File: config.mk
export PLATFORM = sky130hd
export DESIGN_NAME = array_streamer
export DESIGN_NICKNAME = d
export VERILOG_FILES = /design/src/rtl/array_streamer_pkg.sv /design/src/rtl/array_streamer_buffer.sv /design/src/rtl/array_streamer.sv
export SDC_FILE = /design/constraint.sdc
export NUM_CORES = 1
export LEC_CHECK = 0
export ABC_AREA = 1
export CAP_MARGIN = 20
export CORE_ASPECT_RATIO = 0.7
export CORE_MARGIN = 2
export CORE_UTILIZATION = 49
export CTS_CLUSTER_SIZE = 12
export DETAILED_ROUTE_END_ITERATION = 6
export GPL_TIMING_DRIVEN = 0
export PLACE_DENSITY = 0.84
export SYNTH_ARGS = -nofsm -noshare
export SYNTH_HDL_FRONTEND = slang
export SYNTH_SLANG_ARGS = --single-unit
export TNS_END_PERCENT = 30
File: constraint.sdc
create_clock -name clk -period 1.95 [get_ports clk]
set_clock_uncertainty 0.2 [all_clocks]
set_input_delay 0.2925 -clock clk [delete_from_list [all_inputs] [get_ports clk]]
set_output_delay 0.2925 -clock clk [all_outputs]
set_load 0.01 [all_outputs]
File: src/rtl/array_streamer_pkg.sv
// Shared definitions for the array streamer: sequencer state encoding and
// index-width derivation (also used by the two-sum solver's formal harness).
package array_streamer_pkg;

  typedef enum logic [1:0] {
    IDLE   = 2'd0,
    LOADED = 2'd1,
    STREAM = 2'd2
  } state_t;

  // A depth-1 buffer still needs a one-bit index.
  function automatic int index_width(input int size);
    return (size > 1) ? $clog2(size) : 1;
  endfunction

endpackage

File: src/rtl/array_streamer_buffer.sv
// array_buffer: simple dual-port register file, synchronous write and
// asynchronous read, holding the array to be streamed.
module array_buffer #(
  parameter int DATA_WIDTH  = 2,
  parameter int ARRAY_SIZE  = 4,
  parameter int INDEX_WIDTH = 2
) (
  input  logic                   clk,
  input  logic                   wr_en,
  input  logic [INDEX_WIDTH-1:0] wr_addr,
  input  logic [DATA_WIDTH-1:0]  wr_data,
  input  logic [INDEX_WIDTH-1:0] rd_addr,
  output logic [DATA_WIDTH-1:0]  rd_data
);

  logic [DATA_WIDTH-1:0] mem [ARRAY_SIZE];

  always_ff @(posedge clk) begin
    if (wr_en) mem[wr_addr] <= wr_data;
  end

  assign rd_data = mem[rd_addr];

endmodule

File: src/rtl/array_streamer.sv
// Loads an array, streams it as number/valid/last with a held target, and
// captures the solver's index result. Define EARLY_STOP_EN to cut the stream short once a result is found.
module array_streamer
  import array_streamer_pkg::*;
#(
  parameter int DATA_WIDTH  = 2,
  parameter int ARRAY_SIZE  = 2 ** DATA_WIDTH,
  parameter int INDEX_WIDTH = index_width(ARRAY_SIZE)
) (
  input  logic                   clk,
  input  logic                   rst,
  input  logic [DATA_WIDTH-1:0]  wr_data,
  input  logic                   wr_valid,
  input  logic                   wr_last,
  input  logic                   start,
  input  logic [DATA_WIDTH-1:0]  target_in,
  input  logic                   pause,
  output logic [DATA_WIDTH-1:0]  number,
  output logic                   number_valid,
  output logic                   number_last,
  output logic [DATA_WIDTH-1:0]  target,
  input  logic                   index_valid,
  input  logic [INDEX_WIDTH-1:0] index1,
  input  logic [INDEX_WIDTH-1:0] index2,
  output logic                   found,
  output logic [INDEX_WIDTH-1:0] found_index1,
  output logic [INDEX_WIDTH-1:0] found_index2,
  output logic                   busy,
  output logic                   done
);

  localparam int LEN_W = INDEX_WIDTH + 1;

  state_t                 state;
  logic [INDEX_WIDTH-1:0] wr_ptr;
  logic [INDEX_WIDTH-1:0] rd_ptr;
  logic [LEN_W-1:0]       length;
  logic [INDEX_WIDTH-1:0] wr_addr;
  logic [INDEX_WIDTH-1:0] last_idx;
  logic [DATA_WIDTH-1:0]  rd_data;
  logic                   wr_en;
  logic                   load_end;
  logic                   start_ok;
  logic                   capture_window;
  logic                   capture;
  logic                   stop_now;
  logic                   at_last;

  // A write arriving in LOADED begins a fresh load at index 0.
  assign wr_addr  = (state == LOADED) ? '0 : wr_ptr;
  assign wr_en    = wr_valid && (state != STREAM);
  assign load_end = wr_en && (wr_last || (wr_addr == INDEX_WIDTH'(ARRAY_SIZE - 1)));
  assign start_ok = start && !wr_valid && (state == LOADED);
  assign last_idx = INDEX_WIDTH'(length - LEN_W'(1));

  // The solver may answer while the final beat is on the bus or one cycle later.
  assign capture_window = (state == STREAM) || (number_valid && number_last) || done;
  assign capture        = index_valid && !found && capture_window && !start_ok;

`ifdef EARLY_STOP_EN
  assign stop_now = found || capture;
`else
  assign stop_now = 1'b0;
`endif

  assign at_last = (rd_ptr == last_idx) || stop_now;
  assign busy    = (state == STREAM);

  array_buffer #(
    .DATA_WIDTH (DATA_WIDTH),
    .ARRAY_SIZE (ARRAY_SIZE),
    .INDEX_WIDTH(INDEX_WIDTH)
  ) u_buffer (
    .clk    (clk),
    .wr_en  (wr_en),
    .wr_addr(wr_addr),
    .wr_data(wr_data),
    .rd_addr(rd_ptr),
    .rd_data(rd_data)
  );

  always_ff @(posedge clk) begin
    if (rst) begin
      state        <= IDLE;
      wr_ptr       <= '0;
      rd_ptr       <= '0;
      length       <= '0;
      number       <= '0;
      number_valid <= 1'b0;
      number_last  <= 1'b0;
      target       <= '0;
      found        <= 1'b0;
      found_index1 <= '0;
      found_index2 <= '0;
      done         <= 1'b0;
    end else begin
      done <= number_valid && number_last;

      if (capture) begin
        found        <= 1'b1;
        found_index1 <= index1;
        found_index2 <= index2;
      end

      case (state)
        IDLE, LOADED: begin
          number_valid <= 1'b0;
          number_last  <= 1'b0;
          if (wr_en) begin
            if (load_end) begin
              length <= LEN_W'(wr_addr) + LEN_W'(1);
              wr_ptr <= '0;
              state  <= LOADED;
            end else begin
              wr_ptr <= wr_addr + INDEX_WIDTH'(1);
              state  <= IDLE;
            end
          end else if (start_ok) begin
            target       <= target_in;
            rd_ptr       <= '0;
            found        <= 1'b0;
            found_index1 <= '0;
            found_index2 <= '0;
            state        <= STREAM;
          end
        end
        STREAM: begin
          if (!pause) begin
            number       <= rd_data;
            number_valid <= 1'b1;
            number_last  <= at_last;
            if (at_last) begin
              rd_ptr <= '0;
              state  <= LOADED;
            end else begin
              rd_ptr <= rd_ptr + INDEX_WIDTH'(1);
            end
          end else begin
            number_valid <= 1'b0;
            number_last  <= 1'b0;
          end
        end
        default: state <= IDLE;
      endcase
    end
  end

endmodule
==> flow_summary.yaml, run 1 <==
pwr:
  switchingPower_uw: 402.1
  clockPowerShare_pct: 31.0
  p_comb_share_pct: 21.9
  p_int_mw: 1.063
  seqPwrFrac_pct: 47.1
  peakVddDrop_uv: 688.0
  switching_share_pct: 27.45
  power_density_nw_per_um2: 860.8
  p_leak_nw: 0.7352
floorplan:
  fp.dieH_um: 47.28
  io_pins: 28
  initial_core_util_pct: 52.53
  num_rows: 15
  core-area_um2: 2496
  fp.dieW_um: 65.83
  die_area_um2: 3112
critical_path:
  required_ps: 1460
  critPathLaunchType: "flop"
  crit_type: "flop to output port"
  critPathMaxFanout: 7
  arrival_ps: 1260
  end_kind: "output port"
global_route:
  grt_pass1_vias: 1006
  grt_overflow: 0
  grt_pass1_wl_um: 4436
  grt_usage_pct: 19.58
  antenna_found_initial: 0
  grt_max_degree: 17
clock_tree:
  path_clk_slew_ps: 90
  htreeDepth: 1
  root_buffer: "clkbuf_8"
  hold_buffers: 0
  clock_latency_ps: 280
  cts_tree: "built"
  numCtsBuffers: 3
  cts_setup_buffers: 0
  clock_sinks: 28
  clock_path_buffers: 2
cells_and_area:
  areaGrowthSynthToFinish_pct: 29.77
  final_nets: 206
  layout-drive-gt1-share_pct: 13.98
  antenna_cells: 0
  stdcell_count: 220
synth:
  synth_flop_cell: "dfxtp_1"
  syn_area_per_cell_um2: 8.460
  ys_seq_elements: 28
  synth.most_common_cell: "nor2_1"
  yosysSeqAreaShare_pct: 48.85
  synth-edff-count: 8
  yosysTopAreaCellShare_pct: 30.53
  async_flop_share_pct: 0
  syn-cell-area_um2: 1311
  synthCells: 155
  yosysTopAreaCell: "dfxtp_1"
  yosys_warnings: 0
  syn_nets: 174
  synth.area.top_cells: "dfxtp_1 31%, edfxtp_1 18%, nor2_1 7.2%, nand2_1 5.7%, inv_1 5.4%"
  synth_commonest_cells: "25 x nor2_1, 20 x dfxtp_1, 20 x nand2_1"
  ys_types: 26
drt:
  finalWirelength_um: 2783
  ant_nets: 0
  drtIter0Drc: 42
  firstDrtPassIters: 4
  drc: 0
  vias: 1100
  viasPerCell: 5.000
  wl_per_cell_um: 12.65
place:
  dp_hpwl_um: 2169
  portBuffers: 27
  place_inst: 216
  gp_congestion: 0.8064
sta:
  worst_pin_slew_ps: 313.4
  post-route-min-period_ps: 1748
  finalSetupTns_ps: 0
  drv_slew: 0
  setup_viol: 0
  rsz0062_at_grt: "false"
  fmax_ghz: 0.5719
  finalHoldViolations: 0
  slew_headroom_pct: 79.03
  fin_crit_sh_pct: 89.66
job:
  drv_cap: 0
worst_hold_path:
  min_path_type: "flop to flop"
status:
  status: "finished, final reports clean"
==> through the flow <==
stage	setup WS [ps]	utilization (%)	total power, mW	cell area (µm²)	hold slack [ps]
global placement	41.38	65.06	1.003	1624	265.8
finish	201.6	68.17	1.465	1702	297.1
global route	23.48	68.17	1.532	1702	313.6
CTS	172.4	68.07	1.468	1699	298.1
floorplan	289.6	-	0.8942	1311	161.6
detailed placement	9.715	65.06	1.019	1624	277.3
==> kinds of logic after synthesis <==
logic type / synth area share [%]
simple gates: 25.86
compound gates: 14.41
flops: 48.85
fa+ha+maj: 3.817
buf+inv: 7.061
==> per-layer routing <==
metal	GRT usage, %	share of wire [%]	up-vias
met5	0	0	-
met2	30.30	47	33
met3	4.556	6.4	6
met1	26.41	45	498
met4	9.583	2.0	0
li1	-	-	563
==> timing repair <==
item / CTS / global route
hold endpoints to repair: 0 / 0
resized for setup: 4 / 1
setup endpoints to repair: 1 / 1
==> cell usage in the layout (no fill, tap or decap), drive strengths merged <==
cell,instances
a21oi,7
a31oi,1
bufinv,1
clkbuf,3
clkdlybuf4s50,26
clkinv,1
dfxtp,20
dlygate4sd2,1
edfxtp,8
ha,4
inv,23
nand2,25
nand3,10
nand3b,1
nor2,31
o211a,2
o21a,1
o21ai,17
o21bai,2
o22ai,2
==> state kept, by name, indices dropped and copies added, names as in the netlist <==
register and count:
number 2, u_buffer.mem 8, found 1, done 1
found_index1 2, number_last 1, number_valid 1, rd_ptr 2
state 2, length 2, target 2, wr_ptr 2
found_index2 2
==> critical path, cell delays in order (launching register included) <==
cell           delay [ps]
dfxtp_2               410
inv_2                  70
nand2_4               120
inv_1                  90
dlygate4sd2_1         290
==> power by group through the flow <==
| stage | registers (mW) | clock network [mW] | logic, mW |
|---|---|---|---|
| global placement | 0.698 | 0 | 0.305 |
| floorplan | 0.701 | 0 | 0.193 |
| detailed placement | 0.700 | 0 | 0.318 |
| global route | 0.697 | 0.474 | 0.361 |
| CTS | 0.689 | 0.459 | 0.320 |
| finish | 0.690 | 0.454 | 0.321 |
==> worst paths after layout <==
kind | start | to | slack (ps) | depth (start not counted)
worst max register to register | state[1] | state[0] | 220 | 11
worst max-delay path | state[0] | busy | 200 | 4
worst min-delay path | found_index2[1] | found_index2[1] | 300 | 2
worst min register to register | found_index2[1] | found_index2[1] | 300 | 2
==> final cells by class <==
class / instances / area, µm²
Fill cell: 174 / 794.5
Sequential cell: 28 / 645.6
Multi-Input combinational cell: 103 / 580.6
Timing Repair Buffer: 27 / 269.0
Inverter: 24 / 92.59
Tap cell: 34 / 42.54
Clock buffer: 3 / 41.29
Clock inverter: 1 / 30.03
Power figures use the tool's default switching activity.
==> run 2: changes to the inputs <==
CAP_MARGIN = not set   (was 20)
PLACE_DENSITY = 0.85   (was 0.84)
==> run 2 against run 1 <==
Net effect: hold slack worse by 5.6 ps; die area stayed put; highest routed layer unchanged; power up 0.41%; largest cell class unchanged; first-iteration DRC count grew 21%; combinational power about the same.
==> flow_summary.yaml, run 2 (synthesis results as in run 1) <==
critical_path:
  crit_type: "flop to output port"
  critPathMaxFanout: 7
  critPathLaunchType: "flop"
  critPathTopFamily: "buffers and inverters"
  crit_path_cell_trace: "inv_2 -> nand2_4 -> inv_1 -> dlygate4sd2_1"
  path_depth: 4
  required_ps: 1460
  end_kind: "output port"
  r2r-start: "state[1]"
  r2r_cells: 11
  cpPeakStageDelay_ps: 420
  cp_num_buf_inv: 3
  crit_slowest_cell: "dfxtp_2"
  arrival_ps: 1270
  reg2reg_to: "state[0]"
  r2r_setup_slack_ps: 210
pwr:
  clockPowerShare_pct: 31.1
  switching_share_pct: 27.74
  peakVddDrop_uv: 597.0
  switchingPower_uw: 408.0
  p_comb_share_pct: 21.9
  seqPwrFrac_pct: 47.0
  power_density_nw_per_um2: 864.3
  p_leak_nw: 0.7352
  p_int_mw: 1.063
cells_and_area:
  fin_area_um2: 1702
  final_nets: 206
  largest_register_ffs: 8
  multiInputGateArea_um2: 580.6
  areaGrowthSynthToFinish_pct: 29.77
  seq_area_um2: 645.6
  fillers: 190
  layout-drive-gt1-share_pct: 13.98
  final_common_cell: "clkdlybuf4s50_1"
  antenna_cells: 0
  regMostFlops: "u_buffer.mem"
  most-common-layout-cells: "26 x clkdlybuf4s50_1, 25 x nor2_1, 19 x inv_1, 19 x nand2_1, 18 x dfxtp_1"
floorplan:
  die_area_um2: 3112
  core-area_um2: 2496
  initial_core_util_pct: 52.53
  fp.dieH_um: 47.28
  io_pins: 28
  fp.dieW_um: 65.83
  num_rows: 15
worst_hold_path:
  worstHoldStart: "length[0]"
  min_path_type: "flop to flop"
  hold_depth: 2
  min_to: "length[0]"
place:
  portBuffers: 27
  dp_hpwl_um: 2118
  gp_congestion: 0.8079
  pre_cts_slack_ps: 1.426
  post_dp_cell_area_um2: 1624
sta:
  fin_crit_sh_pct: 90.20
  finalHoldViolations: 0
  rsz0062_at_grt: "false"
  fmax_ghz: 0.5685
  finalWorstSetupSlack_ps: 191.0
  post-route-min-period_ps: 1759
  drv_slew: 0
  worst_pin_slew_ps: 325.0
  setup_viol: 0
  slew_headroom_pct: 78.25
  finalSetupTns_ps: 0
status:
  status: "finished, final reports clean"
clock_tree:
  clock_sinks: 28
  clock_path_buffers: 2
  htreeDepth: 1
  root_buffer: "clkbuf_8"
  path_clk_slew_ps: 90
  clock_latency_ps: 280
  hold_buffers: 0
  numCtsBuffers: 3
  cts_tree: "built"
drt:
  finalWirelength_um: 2801
  drtIter0Drc: 51
  viasPerCell: 5.064
  wl_per_cell_um: 12.73
  drc: 0
  vias: 1114
  ant_nets: 0
  firstDrtPassIters: 4
global_route:
  grt_pass1_vias: 977
  grt_overflow: 0
  grt_usage_pct: 19.88
  grt_pass1_wl_um: 4416
  grt_max_degree: 17
  antenna_found_initial: 0
job:
  drv_cap: 0
## run 2: cell counts in the layout (fill, tap and decap cells not counted)
Identical to the previous run, type by type.
## run 2: timing repair
item                                    in CTS  in global routing
endpoints found under the setup margin       1                  1
pin swaps                                    0                  0
resized for setup                            4                  1
buffers inserted                             0                  0
## run 2: routing by layer
| metal | routed length (µm) | GRT usage [%] | up-vias |
|---|---|---|---|
| met3 | 204 | 4.556 | 6 |
| met2 | 1257 | 30.91 | 35 |
| met4 | 57 | 9.583 | 0 |
| li1 | - | - | 563 |
| met1 | 1282 | 26.87 | 510 |
| met5 | 0 | 0 | - |
## run 2: per-stage QoR
step                util [%]  power, mW  std cells  hold slack, ps
detailed placement     65.06      1.020        216           275.3
global placement       65.06      1.003        216           264.7
finish                 68.17      1.471        220           291.5
floorplan                  -     0.8942        155           161.6
global route           68.17      1.537        220           311.1
CTS                    68.07      1.471        220           293.1
## run 2: worst min-delay path, cell delays in order (launching register included)
cell	delay, ps
dfxtp_1	320
inv_1	70
a21oi_1	60
## run 2: final cells by class
type	instances	area share (%)
well taps	34	2.500
repair buffers	27	15.81
clock inverters	1	1.765
multi-input cells	103	34.12
clock buffers	3	2.426
inverters	24	5.441
flip-flops and latches	28	37.94
## run 2: how the worst max path moves through the flow
| stage | startpoint | endpoint | slack [ps] |
|---|---|---|---|
| floorplan | state[1] | length[1] | 290 |
| global placement | wr_valid | found_index1[0] | 40 |
| detailed placement | wr_valid | found_index1[0] | 1 |
| CTS | state[1] | state[0] | 180 |
| global route | state[1] | state[0] | 10 |
| finish | state[0] | busy | 190 |
## run 2: power by group through the flow
| stage | Clock, mW | Combinational (mW) | Sequential [mW] |
|---|---|---|---|
| 5_1_grt | 0.481 | 0.359 | 0.697 |
| 3_5_place_dp | 0 | 0.317 | 0.703 |
| 2_1_floorplan | 0 | 0.193 | 0.701 |
| 4_1_cts | 0.460 | 0.320 | 0.691 |
| 3_3_place_gp | 0 | 0.305 | 0.698 |
| 6_report | 0.457 | 0.321 | 0.692 |
